--- config.mk ---
export PLATFORM = sky130hd
export DESIGN_NAME = io_wb_master
export DESIGN_NICKNAME = d
export VERILOG_FILES = /design/src/rtl/io_wb_master.sv
export SDC_FILE = /design/constraint.sdc
export NUM_CORES = 1
export LEC_CHECK = 0
export ABC_CLOCK_PERIOD_IN_PS = 1630
export CORE_ASPECT_RATIO = 0.75
export CORE_MARGIN = 3
export CORE_UTILIZATION = 37
export CTS_BUF_LIST = sky130_fd_sc_hd__clkbuf_16
export DETAILED_ROUTE_END_ITERATION = 7
export PLACE_DENSITY = 0.78
export SKIP_LAST_GASP = 1
export SYNTH_ARGS = -nofsm -noshare
export SYNTH_HDL_FRONTEND = slang
export SYNTH_SLANG_ARGS = --single-unit
--- constraint.sdc ---
create_clock -name clk -period 1.63 [get_ports clk]
set_clock_uncertainty 0.15 [all_clocks]
set_input_delay 0.2445 -clock clk [delete_from_list [all_inputs] [get_ports clk]]
set_output_delay 0.2445 -clock clk [all_outputs]
set_load 0.005 [all_outputs]
--- src/rtl/io_wb_master.sv ---
// Wishbone classic single-transfer initiator: valid/ready command in, one bus cycle, valid/ready response out.
// Optional ack timeout is enabled with the IO_WBM_TIMEOUT_EN macro.
module io_wb_master #(
  parameter int ADR_W          = 32,
  parameter int TIMEOUT_CYCLES = 255
) (
  input  logic             clk,
  input  logic             rst,
  input  logic             cmd_valid,
  output logic             cmd_ready,
  input  logic             cmd_we,
  input  logic [ADR_W-1:0] cmd_adr,
  input  logic [31:0]      cmd_dat,
  input  logic [3:0]       cmd_sel,
  output logic             rsp_valid,
  input  logic             rsp_ready,
  output logic [31:0]      rsp_dat,
  output logic             rsp_err,
  output logic [ADR_W-1:0] wb_adr_o,
  output logic [31:0]      wb_dat_o,
  input  logic [31:0]      wb_dat_i,
  output logic [3:0]       wb_sel_o,
  output logic             wb_cyc_o,
  output logic             wb_stb_o,
  output logic             wb_we_o,
  input  logic             wb_ack_i
);

  if (TIMEOUT_CYCLES < 1 || TIMEOUT_CYCLES > 65535) begin : gen_bad_timeout
    $error("io_wb_master: TIMEOUT_CYCLES must be within 1..65535");
  end

  typedef enum logic [1:0] {IDLE, BUS, RESP} state_e;

  state_e             state_q, state_d;
  logic               cyc_q, cyc_d;
  logic               we_q, we_d;
  logic [ADR_W-1:0]   adr_q, adr_d;
  logic [31:0]        dat_q, dat_d;
  logic [3:0]         sel_q, sel_d;
  logic               cmd_ready_q, cmd_ready_d;
  logic               rsp_valid_q, rsp_valid_d;
  logic [31:0]        rsp_dat_q, rsp_dat_d;
`ifdef IO_WBM_TIMEOUT_EN
  localparam logic [15:0] ToLast = 16'(TIMEOUT_CYCLES - 1);
  logic               err_q, err_d;
  logic [15:0]        cnt_q, cnt_d;
`endif

  always_ff @(posedge clk or negedge rst) begin
    if (!rst) begin
      state_q     <= IDLE;
      cyc_q       <= 1'b0;
      we_q        <= 1'b0;
      adr_q       <= '0;
      dat_q       <= '0;
      sel_q       <= '0;
      cmd_ready_q <= 1'b1;
      rsp_valid_q <= 1'b0;
      rsp_dat_q   <= '0;
`ifdef IO_WBM_TIMEOUT_EN
      err_q       <= 1'b0;
      cnt_q       <= '0;
`endif
    end else begin
      state_q     <= state_d;
      cyc_q       <= cyc_d;
      we_q        <= we_d;
      adr_q       <= adr_d;
      dat_q       <= dat_d;
      sel_q       <= sel_d;
      cmd_ready_q <= cmd_ready_d;
      rsp_valid_q <= rsp_valid_d;
      rsp_dat_q   <= rsp_dat_d;
`ifdef IO_WBM_TIMEOUT_EN
      err_q       <= err_d;
      cnt_q       <= cnt_d;
`endif
    end
  end

  always_comb begin
    state_d     = state_q;
    cyc_d       = cyc_q;
    we_d        = we_q;
    adr_d       = adr_q;
    dat_d       = dat_q;
    sel_d       = sel_q;
    cmd_ready_d = cmd_ready_q;
    rsp_valid_d = rsp_valid_q;
    rsp_dat_d   = rsp_dat_q;
`ifdef IO_WBM_TIMEOUT_EN
    err_d       = err_q;
    cnt_d       = cnt_q;
`endif
    case (state_q)
      IDLE: begin
        if (cmd_valid && cmd_ready_q) begin
          we_d        = cmd_we;
          adr_d       = cmd_adr;
          dat_d       = cmd_dat;
          sel_d       = cmd_sel;
          cyc_d       = 1'b1;
          cmd_ready_d = 1'b0;
`ifdef IO_WBM_TIMEOUT_EN
          cnt_d       = '0;
`endif
          state_d     = BUS;
        end
      end
      BUS: begin
        // Ack is checked first so an ack on the limit cycle still completes normally.
        if (wb_ack_i) begin
          cyc_d       = 1'b0;
          we_d        = 1'b0;
          rsp_dat_d   = we_q ? 32'd0 : wb_dat_i;
          rsp_valid_d = 1'b1;
`ifdef IO_WBM_TIMEOUT_EN
          err_d       = 1'b0;
`endif
          state_d     = RESP;
        end
`ifdef IO_WBM_TIMEOUT_EN
        else if (cnt_q == ToLast) begin
          cyc_d       = 1'b0;
          we_d        = 1'b0;
          rsp_dat_d   = 32'd0;
          err_d       = 1'b1;
          rsp_valid_d = 1'b1;
          state_d     = RESP;
        end else begin
          cnt_d       = cnt_q + 16'd1;
        end
`endif
      end
      RESP: begin
        if (rsp_ready) begin
          rsp_valid_d = 1'b0;
          cmd_ready_d = 1'b1;
          state_d     = IDLE;
        end
      end
      default: state_d = IDLE;
    endcase
  end

  assign cmd_ready = cmd_ready_q;
  assign rsp_valid = rsp_valid_q;
  assign rsp_dat   = rsp_dat_q;
  assign wb_adr_o  = adr_q;
  assign wb_dat_o  = dat_q;
  assign wb_sel_o  = sel_q;
  assign wb_cyc_o  = cyc_q;
  assign wb_stb_o  = cyc_q;
  assign wb_we_o   = we_q;
`ifdef IO_WBM_TIMEOUT_EN
  assign rsp_err   = err_q;
`else
  assign rsp_err   = 1'b0;
`endif

endmodule

---- Yosys cells after proc, flatten, opt, wreduce, memory -nomap -nowiden ----
Cells that the tools add are included.
W data, S select, Z words.
cells by class
  equality and inequality tests ........... 5
  muxes and demuxes ....................... 16
  reduce and logical (&&, ||, !) cells .... 11
operators by type and width
  cell                  number
  $mux W32              1
  $reduce_and A3 Y1     4
  $pmux W1 S2           4
  $mux W1               7
  $mux W2               3
  $ne A2 B2 Y1 const B  3
  $pmux W2 S3           1
  $reduce_bool A2 Y1    3
  $reduce_and A2 Y1     2
  $eq A2 B1 Y1 const B  1
  $eq A2 B2 Y1 const B  1
  $logic_not A2 Y1      1
  $logic_and A1 B1 Y1   1
storage, ports and cells
  bits in registers ....................... 106
  input bits .............................. 106
  output and inout bits ................... 106
  word-level logic and storage cells ...... 41

---- Longest topological paths before layout ----
  depth in word-level cells ............... 3
  mapped depth ............................ 5
  depth with buffers taken out ............ 3

---- Least setup slack after synthesis ----
No wires, ideal clock.
  kind .................................... flip-flop to flip-flop
  start ................................... register cmd_ready_q, in the netlist cmd_ready
  end ..................................... register adr_q[0], in the netlist wb_adr_o[0]
  setup time .............................. 0.125 ns
  arrival ................................. 1.381 ns
  data required time ...................... 1.355 ns
  path slack .............................. -0.026 ns
  stages on the path, launching flop included .. 5
  buffers on the path ..................... 2
  clock period less this slack ............ 1.656 ns
  path through ............................ dfstp_2 -> and4bb_1 -> buf_6 -> buf_6 -> mux2_4
on the way
  word-level cells in the longest chain between the ends .. 2
ends and longest elaborated chain
  item                         RTL line  text
  start: declaration           41        logic cmd_ready_q, cmd_ready_d;
  start signal: assignment     72        cmd_ready_q <= cmd_ready_d;
  $logic_and A1 B1 Y1          98        if (cmd_valid && cmd_ready_q) begin
  $reduce_and A2 Y1 (no line)  -
  end signal: assignment       69        adr_q <= adr_d;
  end: declaration             38        logic [ADR_W-1:0] adr_q, adr_d;
No other way between the ends.
A chain may end at the register's enable or synchronous reset.

---- Worst setup path in the final report ----
  start ................................... register cmd_ready_q, in the netlist cmd_ready
  end ..................................... register adr_q[29], in the netlist wb_adr_o[29]
The elaborated chain is that of the path after synthesis.

==> impl_metrics.csv <==
group,metric,value,unit
yosys,synth.yosys.seq_area_share,59.5,%
status,status,"finished, violations left",
die,num_rows,34,
detailed_routing,routed_wl,12.5,mm
power_and_ir_drop,vdd_drop_max,0.715,mV
global_route,antenna_found_initial,0,
yosys,synth.avg_cell_area,14.4,um^2
timing,setup_ws,-0.0803,ns
die,dieArea,13400,um^2
placed_design,gp_congestion,0.794,
power_and_ir_drop,cellPowerDensity,1570,nW/um^2
global_route,grt_pass1_wl,18.4,mm
power_and_ir_drop,fin_total_pwr,0.0118,W
global_route,grt_max_degree,46,
worst_setup_path,slowest_delay,0.53,ns
layout,fillers,887,
timing,period_needed,1.71,ns
power_and_ir_drop,switching_share,28.4,%
detailed_routing,first_iter_violations,123,
power_and_ir_drop,p_comb_share,45.0,%
status,violations,"negative setup slack",
yosys,ys_seq_elements,106,
detailed_routing,num_vias,3276,
clock_network,worstSkewPairLatency,0.33,ns
timing,period_share,105,%
worst_setup_path,crit_path_end_kind,"flip-flop",
detailed_routing,routedWlPerCell,17.2,um
placed_design,hpwl,8.38,mm
worst_setup_path,critPathLaunchType,"flip-flop",
clock_network,htreeDepth,3,
worst_setup_path,worst-path-buf-inv,2,
placed_design,dp_slack,-0.297,ns
worst_setup_path,crit_cells,4,
yosys,syn-num-nets,417,
clock_network,tritoncts,"built",
worst_hold_path,min_path_type,"in -> async",
worst_setup_path,arrival,1.79,ns
worst_setup_path,crit_start,"cmd_ready",
clock_network,cts_root_buf,"clkbuf_16",
die,core,11700,um^2
global_route,grt_overflow_total,0,
power_and_ir_drop,seq_power_share,37.0,%
die,pin_count,212,
detailed_routing,drt-vias-per-instance,4.52,
job,cap_violations,0,
yosys,yosys_warnings,0,
power_and_ir_drop,p_clk_share,18.0,%
layout,final_cell_mix,"clkdlybuf4s50_1, dfrtp_1, mux2_4",
yosys,synthesis.area,4460,um^2
global_route,grt_pass1_vias,3363,
timing,setup-tns-final,-3.78,ns
worst_setup_path,path_delay_family,"flip-flops",
timing,setup_viol,68,
layout,drive_above_1_share,23.6,%
worst_setup_path,reg2regPathDepth,4,
worst_setup_path,reg2reg_from,"cmd_ready",
detailed_routing,drt_first_pass_iters,4,
placed_design,placed_area,6740,um^2
worst_setup_path,crit_slowest_cell,"dfstp_2",
detailed_routing,drc_errors,0,
layout,area_growth,68.2,%
layout,nets,664,
worst_setup_path,cp.required,1.71,ns
timing,fmax,0.585,GHz
worst_setup_path,path_class,"reg -> reg",
die,die_y,101,um
power_and_ir_drop,intPower,0.00846,W
die,chipWidth,133,um
yosys,ys_types,23,
timing,rsz0062_at_grt,"yes",
clock_network,numCtsBuffers,9,
die,start_util,38.1,%
layout,layout_commonest_cell,"clkdlybuf4s50_1",
clock_network,path_clk_slew,0.08,ns
power_and_ir_drop,p_leak,4.21,nW
yosys,syn-instance-count,311,
layout,final_core_util,64.2,%
power_and_ir_drop,power.switching,0.00335,W
timing,maxSlewViolCount,0,
timing,hold_viol_final,0,
layout,final_area,7510,um^2
global_route,grtUsageTotal,17.3,%
layout,antenna_cells,0,
detailed_routing,ant_nets,0,
placed_design,port-buffer-count,210,
worst_setup_path,path_cells,"and4bb_4 > buf_12 > buf_6 > mux2_4",
worst_setup_path,worstPathMaxFanout,9,
clock_network,cts_sinks,106,
clock_network,clock_path_buffers,2,
## layout make-up
type | count | area, um^2 | share of cell area [%]
clock buffer | 9 | 225 | 3.00
clock inverter | 7 | 77.6 | 1.03
inverter | 3 | 11.3 | 0.150
multi-input combinational | 182 | 1600 | 21.3
sequential | 106 | 2650 | 35.4
tap | 162 | 203 | 2.70
timing repair buffer | 256 | 2740 | 36.4
## path summary, 6_finish.rpt
check	to	slack, ns
worst max-delay path	wb_adr_o[29]	-0.08
worst max register to register	wb_adr_o[29]	-0.08
worst min-delay path	wb_adr_o[9]	0.19
min in group clk	rsp_dat[27]	0.30
worst min register to register	rsp_dat[24]	0.33
max in group asynchronous	cmd_ready	0.55
## power by group through the flow
stage | Sequential (W) | Clock (W) | Combinational [W]
after floorplan | 0.00450 | 0 | 0.00217
after global placement | 0.00439 | 0 | 0.00511
after detailed placement | 0.00446 | 0 | 0.00523
after CTS | 0.00441 | 0.00221 | 0.00513
after global routing | 0.00451 | 0.00232 | 0.00575
final | 0.00437 | 0.00212 | 0.00532
## cell usage after synthesis, drive strengths merged
library cell | count | share of area, %
nor2 | 2 | 0.17
and4bb | 1 | 0.28
a21o | 1 | 0.17
o31ai | 1 | 0.17
dfstp | 1 | 0.59
nand3b | 1 | 0.17
inv | 3 | 0.25
conb | 1 | 0.084
clkbuf | 6 | 0.50
nor2b | 1 | 0.14
nand2 | 35 | 2.9
nand2b | 32 | 4.5
a31oi | 1 | 0.14
buf | 14 | 4.0
dfrtp | 105 | 59
a21oi | 3 | 0.34
mux2 | 68 | 23
o21ai | 35 | 3.9
## through the flow
step | std cells | hold slack [ns]
2_1_floorplan | 311 | -0.201
3_3_place_gp | 678 | -0.0106
3_5_place_dp | 678 | -0.00105
4_1_cts | 701 | 0.176
5_1_grt | 725 | 0.189
6_report | 725 | 0.186
## metal layers
metal / GRT usage, % / part of all wire [%] / vias to the layer above
li1: - / - / 1529
met1: 22.7 / 44 / 1608
met2: 27.4 / 48 / 131
met3: 7.04 / 7.3 / 8
met4: 3.35 / 0.59 / 0
met5: 0 / 0 / -
## cell families after synthesis
family                 share of synthesized area (%)
muxes                                           22.8
AOI/OAI and AO/OA                               4.74
buffers and inverters                           4.74
other                                         0.0840
and+or+nand+nor                                 8.19
DFF                                             59.5
## sequential cells by signal, summed over array words and instances, names as in the netlist
register	flops
rsp_valid	1
rsp_dat	32
wb_adr_o	32
wb_cyc_o	1
wb_dat_o	32
wb_we_o	1
state_q	2
cmd_ready	1
wb_sel_o	4
## repair_timing
action	in CTS	in global routing
gates cloned	0	6
hold buffers	1	0
endpoints found under the setup margin	105	138
buffers inserted	6	18
hold endpoints to repair	105	0
gates resized for setup	31	70
Note: power is estimated with default switching activity, not from simulation.
==> variant: new RTL, same flow settings <==
Make the reset (`rst`) synchronous in one clocked block.
--- a/src/rtl/io_wb_master.sv
+++ b/src/rtl/io_wb_master.sv
@@ -49,3 +49,3 @@
 
-  always_ff @(posedge clk or negedge rst) begin
+  always_ff @(posedge clk) begin
     if (!rst) begin
Check against the original RTL: differs if rst is asserted again (counterexample within 4 cycles, from zero or initial values and one cycle with rst low); with rst held inactive, the same outputs for 10 cycles.
==> variant against the original RTL <==
Routed wire length fell by 14%; synthesized area fell by 16%; die area fell by 15%; setup slack improved by 0.12 ns; sequential cell count did not move; final area fell by 14%; final cell count rose by 2.3%; via count rose by 6.3%.
Power is not compared: it rests on default switching activity, and its combinational part moved more than twofold at a synthesized area within 25%.
==> variant: results (changes against the original RTL) <==
* Worst r2r src: state_q[0]
- Maximum clock insertion buffer count: 2 (unchanged)
- Crit Reg-Reg Endpoint: wb_we_o
- The number of global-route vias before repair was 3375 (+0.36%).
* Net count after synthesis: 505 (+21%)
* Final #Nets: 711 (+7.1%)
- The worst hold slack was 0.128 ns (-0.0586 ns).
* Drt via density: 4.69 (+3.9%)
- Sorting the synthesized cells by area gives the leading types as dfxtp_1 56%, nand2_1 14%, a21boi_0 12%.
* Max VDD drop: around 0.00055 V
- Fraction of layout cells with a size suffix above 1: 0.0672 (-0.169)
- The maximum fanout along the worst path is 2 (-7).
- The portion of the post-synthesis area used by sequential elements came to 0.563 (-0.0317).
- Final weighted congestion in routability-driven placement: 0.754 (-5.0%)
* Sequential cell area: 0.00213 mm^2 (-20%)
- The final-layout fill cell count is 803 (-9.5%).
* Tot GR Track Use: 0.182 (+0.00905)
* Primary FF master, synth: dfxtp_1
- Placed Instance Area: 0.00604 mm^2 (-10%)
- Outcome: complete, no violations
* Synth cell count leaders: 138 x nand2_1, 106 x dfxtp_1, 59 x a21boi_0
- The HPWL after detailed placement is 8.04 mm (-4.1%).
- Drt first-iter violations: 122 (-0.81%)
- The setup slack of the most critical reg-to-reg path came to 0.11 ns (+0.19 ns).
- The number of placed instances, taps included came to 724 (+6.8%).
- The slowest stage of the critical path is the clkdlybuf4s50_1 cell.
- Average detailed-routed wire length per instance: 14.5 um (-16%)
- Asr flop ratio synth: 0 (-1.00)
* Wire length of the first global-routing pass: 16.7 mm (-9.4%)
* DP Worst Slack: -0.345 ns (-0.0480 ns)
- In this run the worst hold path is classified as in2reg.
* Cells on worst reg2reg path: 5 (+1)
* Power share of the sequential group: 0.464
- Internal power comes to around 4700 uW.
* Average cell area after synthesis: 9.45 um^2 (-34%)
- In this run, power in combinational logic comes to just over 1000 uW.
- Of the total power, combinational logic draws 0.170.
- Vias: 3483 (+6.3%)
- The number of distinct library cells after synthesis is 25 (+8.7%).
* Data arrival time of the critical path: 1.20 ns (-0.59 ns)
- The maximum number of pins on one net before global-route repair came to 52 (+13%).
* Top cell family by delay on the critical path: buffers and inverters
==> variant: changes by cell type in the layout (fill, tap and decap cells not counted), sizes merged, moves of 32 or more <==
| cell | before | now |
|---|---|---|
| clkdlybuf4s50 | 113 | 189 |
| o21ai | 35 | 2 |
| dfrtp | 105 | 0 |
| dfxtp | 0 | 106 |
| a22o | 0 | 32 |
| nand2 | 35 | 138 |
| mux2 | 68 | 1 |
| dlymetal6s2s | 65 | 18 |
| a21boi | 0 | 69 |
==> variant: area by class of cell <==
class | count | share of cell area
timing repair buffer | 227 | 0.362
sequential | 106 | 0.330
multi-input combinational | 261 | 0.234
tap | 132 | 0.0257
clock buffer | 9 | 0.0350
clock inverter | 7 | 0.0132
==> variant: repair_timing <==
action                                  in CTS  in global routing
hold endpoints to repair                     0                  0
setup buffers                                0                  2
resized for setup                            4                 29
pin swaps                                    0                  1
endpoints found under the setup margin       8                 87
==> variant: cells by family after synthesis <==
logic type	count (synthesis)	synth area share
flops	106	0.563
buf+inv	32	0.0478
simple gates	150	0.160
compound gates	109	0.226
mux	1	0.00299
other cells	1	0.000995
==> variant: layer usage <==
| layer | routed length (um) | GRT usage |
|---|---|---|
| met5 | 0 | 0 |
| met4 | 259 | 0.0578 |
| met3 | 854 | 0.0659 |
| met2 | 5190 | 0.302 |
| met1 | 4430 | 0.219 |
==> variant: worst max path at each step <==
| stage | from | to | slack, ns | depth (start not counted) |
|---|---|---|---|---|
| after CTS | state_q[1] | wb_we_o | -0.005 | 4 |
| after detailed placement | cmd_valid | wb_adr_o[22] | -0.35 | 5 |
| after floorplan | state_q[0] | wb_we_o | 0.22 | 4 |
| after global routing | cmd_valid | wb_we_o | -0.007 | 6 |
| after global placement | cmd_valid | wb_adr_o[19] | -0.24 | 5 |
| final | wb_adr_o[10] | wb_adr_o[10] | 0.04 | 1 |
